===== src/rtl/sort4_if.sv =====
// Handshake and data bundle between a requester and the 4-element sorter.
interface sort4_if;
    logic        start;
    logic [15:0] data_in;
    logic        busy;
    logic        done;
    logic [15:0] data_out;
    logic [2:0]  swap_count;

    modport master (
        output start, data_in,
        input  busy, done, data_out, swap_count
    );

    modport slave (
        input  start, data_in,
        output busy, done, data_out, swap_count
    );
endinterface


===== src/rtl/sort4_ctrl.sv =====
// Four-element, 4-bit ascending sorter. A fixed six-step bubble network is
// walked one compare-and-swap per cycle through a single shared comparator.

// 4-bit unsigned less-than comparator.
module lt4 (
    input  logic [3:0] data_a,
    input  logic [3:0] data_b,
    output logic       lt
);
    assign lt = (data_a < data_b);
endmodule

module sort4_ctrl (
    input  logic   clk,
    input  logic   rst,
    sort4_if.slave bus
);
    typedef enum logic [1:0] {IDLE, SORT, DONE} state_t;

    state_t          state;
    state_t          state_nxt;
    logic [2:0]      step;
    logic [3:0][3:0] work;
    logic [3:0][3:0] work_swp;
    logic [2:0]      acc;
    logic [2:0]      acc_nxt;
    logic [1:0]      idx;
    logic [3:0]      elem_lo;
    logic [3:0]      elem_hi;
    logic            lt;
    logic            busy_c;
    logic            done_c;
    logic [15:0]     data_out_q;
    logic [2:0]      swap_count_q;

    // Map the step number onto the lower index of the pair being compared.
    always_comb begin
        idx = 2'd0;
        case (step)
            3'd0:    idx = 2'd0;
            3'd1:    idx = 2'd1;
            3'd2:    idx = 2'd2;
            3'd3:    idx = 2'd0;
            3'd4:    idx = 2'd1;
            default: idx = 2'd0;
        endcase
    end

    assign elem_lo = work[idx];
    assign elem_hi = work[idx + 2'd1];

    // Strict less-than on (upper, lower): equal entries stay put, keeping the sort stable.
    lt4 u_lt4 (
        .data_a (elem_hi),
        .data_b (elem_lo),
        .lt     (lt)
    );

    // Candidate work register and swap tally after the current compare step.
    always_comb begin
        work_swp = work;
        if (lt) begin
            work_swp[idx]         = elem_hi;
            work_swp[idx + 2'd1]  = elem_lo;
        end
        acc_nxt = acc + {2'b00, lt};
    end

    // State register.
    always_ff @(posedge clk or posedge rst) begin
        if (rst) state <= IDLE;
        else     state <= state_nxt;
    end

    // Next-state logic and status outputs.
    always_comb begin
        state_nxt = state;
        busy_c    = 1'b0;
        done_c    = 1'b0;
        case (state)
            IDLE: begin
                if (bus.start) state_nxt = SORT;
            end
            SORT: begin
                busy_c = 1'b1;
                if (step == 3'd5) state_nxt = DONE;
            end
            DONE: begin
                done_c    = 1'b1;
                state_nxt = IDLE;
            end
            default: state_nxt = IDLE;
        endcase
    end

    // Work register, step counter, swap tally and published result.
    always_ff @(posedge clk or posedge rst) begin
        if (rst) begin
            work         <= '0;
            step         <= 3'd0;
            acc          <= 3'd0;
            data_out_q   <= 16'h0000;
            swap_count_q <= 3'd0;
        end else begin
            case (state)
                IDLE: begin
                    if (bus.start) begin
                        work <= bus.data_in;
                        step <= 3'd0;
                        acc  <= 3'd0;
                    end
                end
                SORT: begin
                    work <= work_swp;
                    acc  <= acc_nxt;
                    step <= step + 3'd1;
                    if (step == 3'd5) begin
                        data_out_q   <= work_swp;
                        swap_count_q <= acc_nxt;
                    end
                end
                default: ;
            endcase
        end
    end

    assign bus.busy       = busy_c;
    assign bus.done       = done_c;
    assign bus.data_out   = data_out_q;
    assign bus.swap_count = swap_count_q;
endmodule

===== src/flat_wrapper.sv =====
// flat-port wrapper written by rule: the top's interface ports become plain ports
module sort4_ctrl_flat 
  (clk, rst, bus_start, bus_data_in, bus_busy, bus_done, bus_data_out, bus_swap_count);
  sort4_if bus_i ();
  input  logic clk;
  input  logic rst;
  input wire logic [$bits(bus_i.start)-1:0] bus_start;
  input wire logic [$bits(bus_i.data_in)-1:0] bus_data_in;
  output wire logic [$bits(bus_i.busy)-1:0] bus_busy;
  output wire logic [$bits(bus_i.done)-1:0] bus_done;
  output wire logic [$bits(bus_i.data_out)-1:0] bus_data_out;
  output wire logic [$bits(bus_i.swap_count)-1:0] bus_swap_count;
  assign bus_i.start = bus_start;
  assign bus_i.data_in = bus_data_in;
  assign bus_busy = bus_i.busy;
  assign bus_done = bus_i.done;
  assign bus_data_out = bus_i.data_out;
  assign bus_swap_count = bus_i.swap_count;
  sort4_ctrl u_core (.clk(clk), .rst(rst), .bus(bus_i));
endmodule

===== config.mk =====
export PLATFORM = sky130hd
export DESIGN_NAME = sort4_ctrl_flat
export DESIGN_NICKNAME = d
export VERILOG_FILES = /design/src/rtl/sort4_if.sv /design/src/rtl/sort4_ctrl.sv /design/src/flat_wrapper.sv
export SDC_FILE = /design/constraint.sdc
export NUM_CORES = 1
export LEC_CHECK = 0
export BUFFER_PORTS_ARGS = -buffer_cell sky130_fd_sc_hd__buf_2
export CAP_MARGIN = 20
export CORE_MARGIN = 2
export CORE_UTILIZATION = 30
export CTS_BUF_LIST = sky130_fd_sc_hd__clkbuf_4 sky130_fd_sc_hd__clkbuf_8
export DETAILED_ROUTE_END_ITERATION = 10
export GPL_TIMING_DRIVEN = 0
export HOLD_SLACK_MARGIN = 0.02
export PLACE_DENSITY = 0.56
export SLEW_MARGIN = 20
export SYNTH_ARGS = -nofsm -noshare
export SYNTH_HDL_FRONTEND = slang
export SYNTH_SLANG_ARGS = --single-unit

===== constraint.sdc =====
create_clock -name clk -period 6.1 [get_ports clk]
set_input_delay 1.22 -clock clk [delete_from_list [all_inputs] [get_ports clk]]
set_output_delay 1.22 -clock clk [all_outputs]
set_load 0.02 [all_outputs]

# Word level (Yosys, flattened, before mapping)
# Cells that the tools add are included.
# Widths: inputs -> output; s select.
# word_totals
elab_cells	55
in_bits	19
register_bits	43
# op_classes
eq_ne	8
n_reduce_logical	8
n_mux	22
addsub	3
n_lt_le_gt_ge	5
# op_table
op	count
$bwmux 16	2
$mux 16	2
$pmux 16 s2	1
$bmux 4 s2	2
$demux 4 s2	2
$mux 4	4
$pmux 3 s2	2
$pmux 2 s2	2
$eq 3x3->1 const B	2
$lt 2x3->1 const B	2
$reduce_and 2->1	3
$ge 2x1->1 const B	2
$lt 4x4->1	1
$mux 2	2
$add 3x1->3	1
$add 3x1->3 const B	1
$eq 3x1->1 const B	1
$eq 3x2->1 const B	1
$mux 3	1
$add 2x1->2 const B	1
$eq 2x1->1 const B	1
$eq 2x2->1 const B	1
$logic_and 1x1->1	2
$logic_not 2->1	1
other kinds (5)	6

# Logic depth before layout (Yosys ltp)
# logic_depth
depth_word	11
ltp_mapped	18

# Modules after synthesis
# From an unflattened synthesis, not the netlist that was laid out.
# hier_totals
cells_unflattened	291
hier_area_um2	2752.6
# by_module_without_submodules
module	area_each_um2	instances	seq_area_each_um2	cells_per_inst
sort4_ctrl	2667.6	1	1076.0	280
lt4	85.1	1	0.0	11

# Least setup slack after synthesis
# OpenSTA, ideal clock, no wires.
# synth_timing
kind	reg-to-reg
from	register u_core.step[1]
to	register u_core.swap_count_q[1] (netlist: u_core.bus.swap_count[1])
setup_slack_ns	2.196
arrival_ns	3.779
required_ns	5.975
n_path_buf	1
path_stages_with_launch	17
cell_sequence	dfrtp_1 > inv_1 > ha_1 > mux2_4 > inv_4 > ha_1 > nor3b_2 > mux2i_1 > mux2_2 > ha_1 > a21o_1 > a21o_1 > a21oi_4 > buf_12 > ha_1 > ha_1 > mux2_2
# synth_between
elab_chain_cells	8
elab_cells_between_ends	14
classes_between	add/sub: 2; order compare: 1; eq/ne: 4; mux: 5; reduce/logical: 2
# synth_rtl
element	line_no	rtl
from (decl)	sort4_ctrl.sv:22	logic [2:0] step;
from (signal assigned)	sort4_ctrl.sv:116	step <= step + 3'd1;
$eq 3x1->1 / $eq 3x3->1 (equally long branches)	sort4_ctrl.sv:39	case (step)
$reduce_or 2->1 (no line)	--	
$pmux 2 s2 *	sort4_ctrl.sv:39	
$add 2x1->2	sort4_ctrl.sv:50	assign elem_hi = work[idx + 2'd1];
$bmux 4 s2	sort4_ctrl.sv:50	
$mux 4 (implied by the code)	sort4_ctrl.sv:50	
$lt 4x4->1 *	sort4_ctrl.sv:10	assign lt = (data_a < data_b);
$add 3x1->3 *	sort4_ctrl.sv:66	acc_nxt = acc + {2'b00, lt};
named net u_core.acc_nxt[1]	sort4_ctrl.sv:26	logic [2:0] acc_nxt;
to (signal assigned)	sort4_ctrl.sv:119	swap_count_q <= acc_nxt;
to (decl)	sort4_ctrl.sv:34	logic [2:0] swap_count_q;
# Mark *: on every way through the listed nets, which the timed path passes. The rest lies on a longest branch. The select of a mux whose other input is x is not followed.
# A chain may end at the register's enable or synchronous reset.

# Final worst setup path
# layout_timing
from	register u_core.step[1]
to	register u_core.acc[2]
# layout_between
elab_chain_cells	9
elab_cells_between_ends	13
classes_between	add/sub: 2; order compare: 1; eq/ne: 3; mux: 6; reduce/logical: 1
# layout_rtl
element	line_no	rtl
$eq 3x1->1 / $eq 3x3->1 (equally long branches)	sort4_ctrl.sv:39	
$reduce_or 2->1 (no line)	--	
$pmux 2 s2 *	sort4_ctrl.sv:39	
$add 2x1->2	sort4_ctrl.sv:50	
$bmux 4 s2	sort4_ctrl.sv:50	
$mux 4 (implied by the code)	sort4_ctrl.sv:50	
$lt 4x4->1 *	sort4_ctrl.sv:10	
$add 3x1->3 *	sort4_ctrl.sv:66	
$pmux 3 s2 *	sort4_ctrl.sv:105	case (state)
to (signal assigned)	sort4_ctrl.sv:115	acc <= acc_nxt;
to (decl)	sort4_ctrl.sv:25	logic [2:0] acc;
# Mark *: on every way between the ends. The rest lies on a longest branch, timed or not. The select of a mux whose other input is x is not followed.

==> results.txt <==
----------------------------------------------------
[Timing]
  Final-report hold violation count ... 0
  Clock period minus worst slack ... 4380 ps
  Post-route setup slack ... 1720 ps
  Pin slew with the least headroom to its limit ... 784.0 ps
  Fin crit share ... 0.7180
  Setup-failing EPs final ... 0
  Setup repair after global routing missed its margin ... no
  Max-slew violation count ... 0
  F_max ... 0.2283 GHz
  Normalized max-slew margin ... 0.4624
  Final setup TNS ... 0 ps
  Clock Skew ... 11.73 ps

[Die]
  FP Rows ... 35
  Core region area ... 0.009196 mm^2
  Die extent in y ... 101.1 um
  Overall die area ... 0.01023 mm^2
  Initial core utilization ... 0.3078
  Top-Level Pins ... 40
  Die X-Extent ... 101.1 um

[Drt]
  Routed length per placed instance ... 16.39 um
  Antenna viol nets, final ... 0
  Total iterations of the first detailed-routing run ... 4
  DRC errors left ... 0
  Total routed wirelength ... 7525 um
  Vias ... 2384
  Drt first-iter violations ... 63
  Ratio of routed vias to standard cells ... 5.194

[Finish]
  ANT cells ... 0
  Number of nets in the layout ... 385
  Synthesis-to-finish area growth ... 16.76%
  Area of combinational cells with multiple inputs ... 0.001643 mm^2
  Register area ... 0.001076 mm^2
  Count of filler cells inserted in the layout ... 950
  Share of final-layout standard cells stronger than drive strength 1 ... 0.2011

[Critical path]
  Endpoint arrival time on the critical path ... 4570 ps
  Terminus of the critical flop-to-flop path ... u_core.acc[2]$_DFFE_PP0P_
  Register-to-register path setup slack ... 1720 ps
  Count of cells along the worst register-to-register path ... 18
  Launch point of the worst reg-to-reg path ... u_core.step[1]$_DFFE_PP0P_
  Critical path endpoint category ... flop
  Most used cell, CP ... sky130_fd_sc_hd__ha_1
  Crit Path Category ... reg -> reg
  Slowest CP cell ... sky130_fd_sc_hd__nor3b_2
  Data required time at the worst endpoint ... 6290 ps
  Critical path cell sequence ... inv_1, ha_1, mux2_4, inv_4, ha_1, nor3b_2, mux2i_1, mux2_2, ha_1, a21o_1, a21o_1, a21oi_4, buf_12, ha_1, ha_1, nor2_1, o21ai_0, o21ai_0
  Kind of launch point of the worst setup path ... flop
  Slowest Stage Delay on Critical Path ... 470 ps
  Highest fanout seen on the critical path ... 10

[Hold path]
  Hold Path Depth ... 2
  Capture endpoint of the worst hold path ... u_core.bus.data_out[2]$_DFFE_PP0P_
  Start point of the worst min-delay path ... u_core.bus.data_out[2]$_DFFE_PP0P_
  Path type of the worst min-delay path ... reg -> reg

[CTS]
  Post-cts repair resize count ... 0
  Longest Clk Path Bufs ... 2
  Clock tree sinks ... 43
  CTS buffer count ... 5
  Count of hold buffers inserted by post-cts repair ... 0
  Clock tree from TritonCTS ... built
  Count of H-tree levels built during CTS ... 2
  Post-CTS setup buffer count ... 0
  Latest clock arrival within the worst-skew pair ... 300 ps
  Clock transition at the register clock pins on the worst setup and hold paths after CTS ... 90 ps
  Clk root buf ... sky130_fd_sc_hd__clkbuf_8

[Outcome]
  Outcome ... finished, final reports clean

[Synthesis]
  Synthesized instance count ... 300
  Async set-reset flop share out of synthesis ... 1.000
  Warnings from Yosys ... 0
  #FFs+latches synth ... 43
  Most frequently used flop master after synthesis ... sky130_fd_sc_hd__dfrtp_1
  Synthesized Nets ... 338
  Area of the mapped netlist ... 0.002830 mm^2
  Sequential share of the synthesized area ... 0.3802
  Number of enable flip-flop cells after synthesis ... 0
  Mapped Avg Cell Area ... 9.434 um^2
  Distinct cell type count after synthesis ... 45

[Flow run]
  Max-cap check violation count ... 0

[Placement]
  Detailed-placement wirelength estimate ... 5612 um
  Worst setup slack after placement ... 1733 ps
  Count of buffers from port buffering ... 39
  Final GP Congestion ... 0.8215

[GRT]
  Antenna violations before repair ... 0
  Total gr overflow ... 0
  First-pass GRT wire length ... 12050 um
  GR Util All Layers ... 0.1500
  Via count of the first global-routing pass ... 2335
  Largest net degree at the start of global routing ... 23

----------------------------------------------------
==> worst max-delay path, delay by kind of cell (launching register included) <==
family / cells / cell delay (ps)
AO/OA/AOI/OAI: 5 / 1010
adder cells (fa/ha/maj): 5 / 1110
buffers and inverters: 3 / 440
flip-flops: 1 / 420
multiplexers: 3 / 750
AND/OR/NAND/NOR: 2 / 530
==> cells by family after synthesis <==
kind of cell	share of synthesized area
buf+inv	0.03935
fa+ha+maj	0.08400
mux	0.1375
xor+xnor	0.003095
compound gates	0.2126
simple gates	0.1432
flops	0.3802
==> cells in the mapped netlist (all sizes together) (2+ instances only) <==
cell type  number  area [um^2]
a211oi          7        57.55
a21o            4        30.03
a21oi          18        101.4
a22o            3        26.28
a22oi          22        165.2
a31oi           2        12.51
and3            2        12.51
buf             5        41.29
clkbuf          6        22.52
dfrtp          43         1076
ha             19        237.7
inv            12        47.55
mux2            6        71.31
mux2i          25        250.2
mux4            3        67.56
nand2          62        232.7
nand2b          5        31.28
nor2            4        15.01
nor2b          12        75.07
o21ai          23        115.1
o22ai           2        12.51
==> layout by cell type (no fill, tap or decap), types with 5 or more instances in the layout <==
master,instances
sky130_fd_sc_hd__clkbuf_8,5
sky130_fd_sc_hd__a211oi_1,6
sky130_fd_sc_hd__mux2_2,5
sky130_fd_sc_hd__inv_1,9
sky130_fd_sc_hd__o21ai_0,7
sky130_fd_sc_hd__dfrtp_1,43
sky130_fd_sc_hd__nand2_1,62
sky130_fd_sc_hd__nand2b_1,5
sky130_fd_sc_hd__buf_2,41
sky130_fd_sc_hd__o21ai_1,16
sky130_fd_sc_hd__mux2i_1,25
sky130_fd_sc_hd__ha_1,19
sky130_fd_sc_hd__a21oi_1,17
sky130_fd_sc_hd__a22oi_1,22
sky130_fd_sc_hd__nor2b_1,12
sky130_fd_sc_hd__clkbuf_1,6
==> stage by stage <==
step / cell area [um^2] / utilization / instances / hold WS, ps
after floorplan: 2830 / - / 300 / 471.2
after global placement: 3164 / 0.3441 / 450 / 457.2
after detailed placement: 3192 / 0.3471 / 451 / 470.0
after CTS: 3304 / 0.3593 / 459 / 491.2
after global routing: 3304 / 0.3593 / 459 / 503.6
final: 3304 / 0.3593 / 459 / 481.8
==> how the worst max path moves through the flow <==
stage          slack [ps]                        from                              endpoint
2_1_floorplan        2200  u_core.step[1]$_DFFE_PP0P_  u_core.bus.swap_count[1]$_DFFE_PP0P_
3_3_place_gp         1810  u_core.step[1]$_DFFE_PP0P_  u_core.bus.swap_count[1]$_DFFE_PP0P_
3_5_place_dp         1730  u_core.step[1]$_DFFE_PP0P_             u_core.acc[2]$_DFFE_PP0P_
4_1_cts              1710  u_core.step[1]$_DFFE_PP0P_             u_core.acc[2]$_DFFE_PP0P_
5_1_grt              1450  u_core.step[1]$_DFFE_PP0P_             u_core.acc[2]$_DFFE_PP0P_
6_report             1720  u_core.step[1]$_DFFE_PP0P_             u_core.acc[2]$_DFFE_PP0P_
==> final cells by class <==
| class | count | share of cell area |
|---|---|---|
| Tap cell | 111 | 0.04203 |
| Multi-Input combinational cell | 234 | 0.4972 |
| Timing Repair Buffer | 40 | 0.06740 |
| Clock buffer | 5 | 0.02083 |
| Sequential cell | 43 | 0.3256 |
| Clock inverter | 3 | 0.01325 |
| Inverter | 12 | 0.01439 |
| Buffer | 11 | 0.01931 |
==> registers in the layout, indices dropped and copies added, names as in the netlist <==
| name | cells |
|---|---|
| u_core.acc | 3 |
| u_core.bus.data_out | 16 |
| u_core.bus.swap_count | 3 |
| u_core.state | 2 |
| u_core.step | 3 |
| u_core.work | 16 |
==> routing by layer <==
metal  up-vias  GRT usage  wire length, um
met4         0    0.03534               64
li1       1170          -                -
met1      1169     0.2077             3637
met5         -          0                0
met2        39     0.2466             3619
met3         6    0.02415              203
Power is not shown: default switching activity piles up to over one toggle a cycle in this logic, so the estimate is an artifact.
